`src/rtl/hazard_stall_ctrl.sv`:
```
// hazard_stall_ctrl: pipeline stall/flush control for branch, load-use, imem wait and (with MULDIV_STALL_EN) multi-cycle muldiv
module hazard_stall_ctrl #(
  parameter int unsigned MULDIV_CYCLES = 4
) (
  input  logic        clk,
  input  logic        rst,
  input  logic [4:0]  id_rs1,
  input  logic [4:0]  id_rs2,
  input  logic [4:0]  ex_rd,
  input  logic        ex_mem_read,
  input  logic        ex_muldiv,
  input  logic        branch_taken_ex,
  input  logic        imem_ready,
  output logic        stall,
  output logic        stall_ifid,
  output logic        hold_ex,
  output logic        flush_ifid,
  output logic        flush_idex,
  output logic [31:0] stall_cycles
);
  if (MULDIV_CYCLES < 2 || MULDIV_CYCLES > 255) begin : g_bad_cycles
    $error("MULDIV_CYCLES must be in 2..255");
  end
  logic [4:0]  ctrl;
  logic        load_use;
  logic [31:0] stall_cycles_q, stall_cycles_d;
  assign load_use = ex_mem_read && ex_rd != 5'd0 && (ex_rd == id_rs1 || ex_rd == id_rs2);
  assign {stall, stall_ifid, hold_ex, flush_ifid, flush_idex} = ctrl;
  assign stall_cycles = stall_cycles_q;
`ifdef MULDIV_STALL_EN
  localparam logic [7:0] CNT_INIT = 8'(MULDIV_CYCLES - 1);
  typedef enum logic {RUN, MULDIV} state_t;
  state_t     state_q, state_d;
  logic [7:0] cnt_q, cnt_d;
  // control outputs by priority; a running muldiv ignores every input until its last cycle
  always_comb begin
    ctrl = rst ? 5'b00000
         : state_q == MULDIV ? (cnt_q > 8'd1 ? 5'b11100 : 5'b00000)
         : branch_taken_ex ? 5'b00011
         : ex_muldiv ? 5'b11100
         : load_use || !imem_ready ? 5'b11001
         : 5'b00000;
    state_d = state_q;
    cnt_d = cnt_q;
    if (state_q == MULDIV) begin
      state_d = cnt_q > 8'd1 ? MULDIV : RUN;
      cnt_d = cnt_q - 8'd1;
    end else if (!branch_taken_ex && ex_muldiv) begin
      state_d = MULDIV;
      cnt_d = CNT_INIT;
    end
  end
  // muldiv sequencer state
  always_ff @(posedge clk) begin
    if (rst) begin
      state_q <= RUN;
      cnt_q <= 8'd0;
    end else begin
      state_q <= state_d;
      cnt_q <= cnt_d;
    end
  end
`else
  logic unused_muldiv;
  assign unused_muldiv = ex_muldiv;
  // control outputs by priority, muldiv stalls compiled out
  always_comb begin
    ctrl = rst ? 5'b00000
         : branch_taken_ex ? 5'b00011
         : load_use || !imem_ready ? 5'b11001
         : 5'b00000;
  end
`endif
  // saturating count of stalled cycles
  always_comb begin
    stall_cycles_d = stall && stall_cycles_q != 32'hFFFF_FFFF ? stall_cycles_q + 32'd1 : stall_cycles_q;
  end
  // stall counter register
  always_ff @(posedge clk) begin
    if (rst) stall_cycles_q <= 32'd0;
    else stall_cycles_q <= stall_cycles_d;
  end
endmodule

```
`config.mk`:
```
export PLATFORM = sky130hd
export DESIGN_NAME = hazard_stall_ctrl
export DESIGN_NICKNAME = d
export VERILOG_FILES = /design/src/rtl/hazard_stall_ctrl.sv
export SDC_FILE = /design/constraint.sdc
export NUM_CORES = 1
export LEC_CHECK = 0
export BUFFER_PORTS_ARGS = -buffer_cell sky130_fd_sc_hd__buf_2
export CAP_MARGIN = 15
export CORE_ASPECT_RATIO = 0.9
export CORE_MARGIN = 2
export CORE_UTILIZATION = 30
export CTS_CLUSTER_DIAMETER = 100
export DETAILED_ROUTE_END_ITERATION = 7
export GPL_TIMING_DRIVEN = 0
export PLACE_DENSITY_LB_ADDON = 0.12
export SETUP_SLACK_MARGIN = 0.02
export SYNTH_ARGS = -nofsm -noshare
export SYNTH_HDL_FRONTEND = slang
export SYNTH_SLANG_ARGS = --single-unit
```
`constraint.sdc`:
```
create_clock -name clk -period 3.05 [get_ports clk]
set_input_delay 0 -clock clk [delete_from_list [all_inputs] [get_ports clk]]
set_output_delay 0 -clock clk [all_outputs]
set_load 0.1 [all_outputs]
```
==> impl_results.md <==
* Die Area at roughly 6800 um^2
* CP peak stage delay at ~0.54 ns
* Post-CTS Resized at 0
* Final HPWL DP at between 3 and 4 mm
* Pre-CTS WS at about 0.28 ns
* # rows at 27
* Clock power share at 40.5%
* GPL Wtd Cong at around 0.75
* WHS at ~0.21 ns
* Hold Path Class: input pin to register
* Critical path endpoint category: register
* Synthesized area at 1840 um^2
* DRC at 0
* Die width at roughly 87 um
* Cell Area, Placed at 2220 um^2
* DR pass1 iterations at 4
* Share of post-route cells with drive strength above 1 at a little under a third
* Total wire length at 5.03 mm
* Sequential share of the synthesized area at about a third
* Yosys warns at 0
* EDFF count, synth at 0
* Run status: finished clean
* Post-cts hold buffer count at 0
* Yosys reg bits at 32
* Avg Vias per Cell at between 5 and 6
* Wirelength per Cell at 14.1 um
* Reg area at between 600 and 700 um^2
* Final core utilization at 38.5%
* Fill count at 662
* Gr ovfl total at 0
* Worst Skew at 0.00672 ns
* Cell family with most CP delay: simple AND/OR/NAND/NOR gates
* Max-cap violations at 0
* Cell chosen for the clock root: clkbuf_8
* Io pins at 58
* Final Hold Violating Endpoints at 0
* Least-Margin Pin Slew at 0.501 ns
* Placed cells at 350
* Slew Limit Fails at 0
* Later-pin clock latency in the skew report at 0.28 ns
* Port Buf Inserts at between 50 and 60
* DRT iter0 DRCs at 100
* Most common cell after layout, fill and taps aside: buf_2
* Async S/R FF share, synth at 0%
* Crit Path Max Fanout at 10
* Die Ht at 78.3 um
* Maximum clock path buffer count at 2
* Top FF cell, synth: dfxtp_1
* Final #Nets at 307
* Cells after Synth at 223
* CTS sink count at 32
* ANT cells at 0
* Slowest stage cell, crit path: or4_4
* Fin worst setup slack at roughly 0.28 ns
* CP arrival at roughly 3.0 ns
* Global Route Usage Sum at approximately 16%
* Max frequency at around 360 MHz
* Clk slew on worst S/H paths at 0.07 ns
* Max reg flops at 32
* Pwr per Cell Area at about 380 nW/um^2
* Syn Area/Cell at 8.24 um^2
* Multi-input logic area at 1080 um^2
* Fin area at roughly 2300 um^2
* Unique masters post-synth at 39
* Core box area at roughly 6000 um^2
* Crit share post-route at 90.9%
* Seq pwr share at between 40 and 50%
* RSZ-0062 raised after global routing: false
* Total power at roughly 0.9 mW
* Final setup viols at 0
* Initial antenna violation count at 0
* Switching pwr at ~0.23 mW
* TritonCTS buffer count at 5
* Most frequent cells in the layout: buf_2 (56), a21oi_1 (27), dfxtp_1 (22)
* Syn nets at between 200 and 250
* Largest net degree at the start of global routing at 11
* CTS tree: built
* Max H-tree Level at 2
* Final min period at roughly 2.8 ns
* Post-CTS setup buffers at 0
* Vias at 1888
* Cell Chain, Critical Path: ha_1 > inv_1 > or4b_1 > buf_2 > or4_4 > nand3_2 > buf_4 > nor4_1 > mux2_4
* Logic pwr share at between 10% and 20%
* Switching share of total power at between 20% and 30%
* Buf+Inv Stages, Crit Path at 3
* Setup TNS at 0 ns
* Cell Count, Final, Fillers Out at between 300 and 400
* Initial Util at a little under a third
* P&R area growth vs syn at 25.8%
* Post-DRT Antenna Nets at 0
* P_int at 0.653 mW
* Slew headroom at about 67%
* Global-route wire length before repair at between 8 and 9 mm
* Crit start category: register
* LEAKAGE at around 0.84 nW
* Maximum vdd drop at 0.000132 V
* Vias in the first global route at 1879
* CP Data Required Time at between 3 and 4 ns
* Critical path class: register to register
-- cell families (layout without fill, tap and decap cells) --
logic type | Yosys count | count (layout) | synth area share (%)
xor gates and xnor gates | 12 | 12 | 5.72
and+or+nand+nor | 92 | 92 | 30.3
AOI/OAI and AO/OA | 60 | 60 | 19.9
buffers and inverters | 22 | 84 | 6.40
other | 1 | 1 | 0.204
adders and majority gates | 1 | 1 | 0.681
muxes | 3 | 3 | 1.97
DFF | 32 | 32 | 34.9
-- power by group through the flow --
stage          clock network, mW  logic (mW)  registers (mW)
2_1_floorplan                  0      0.0692           0.437
3_3_place_gp                   0       0.108           0.430
3_5_place_dp                   0       0.108           0.430
4_1_cts                    0.367       0.109           0.420
5_1_grt                    0.387       0.118           0.420
6_report                   0.359       0.107           0.420
-- metal layers --
layer | global-route usage, % | up-vias | wire length [um]
met4 | 5.63 | 0 | 59
met1 | 22.7 | 868 | 2610
met2 | 24.5 | 37 | 2170
met3 | 3.36 | 6 | 189
li1 | - | 977 | -
met5 | 0 | - | 0
-- worst paths after layout --
check / from / endpoint / slack, ns / depth (start not counted)
hold / removal: rst / stall_cycles[11] / 0.21 / 5
setup / recovery: stall_cycles[0] / stall_cycles[17] / 0.28 / 9
setup reg to reg: stall_cycles[0] / stall_cycles[17] / 0.28 / 9
hold reg to reg: stall_cycles[5] / stall_cycles[5] / 0.48 / 2
-- tightest hold or removal path, stage by stage --
cell,delay [ns]
buf_2,0.09
a211oi_1,0.06
nand4_1,0.10
xnor2_1,0.06
nor2b_1,0.12
-- cell type report --
cell class / count / area share (%)
buffer: 15 / 3.95
clock buffer: 7 / 4.17
inverter: 7 / 1.14
multi-input combinational: 169 / 46.7
sequential: 32 / 28.2
tap: 72 / 3.90
timing repair buffer: 55 / 11.9
-- Yosys cell counts (2+ instances only) --
master / n / area [um^2]
dfxtp_1: 32 / 641
a21oi_1: 27 / 135
or4_1: 21 / 158
o31ai_1: 20 / 150
nand3_1: 15 / 75.1
nand2_1: 11 / 41.3
or3_1: 11 / 68.8
xnor2_1: 11 / 96.3
clkbuf_1: 8 / 30.0
nor2_1: 8 / 30.0
inv_1: 7 / 26.3
o21ai_0: 7 / 35.0
nand4_1: 5 / 31.3
nor2b_1: 4 / 25.0
buf_4: 3 / 22.5
buf_6: 3 / 33.8
nor4_1: 3 / 18.8
and3_1: 2 / 12.5
and4_1: 2 / 17.5
nor3_1: 2 / 10.0
o21ai_1: 2 / 10.0
or2_2: 2 / 12.5
Power figures use the tool's default switching activity.
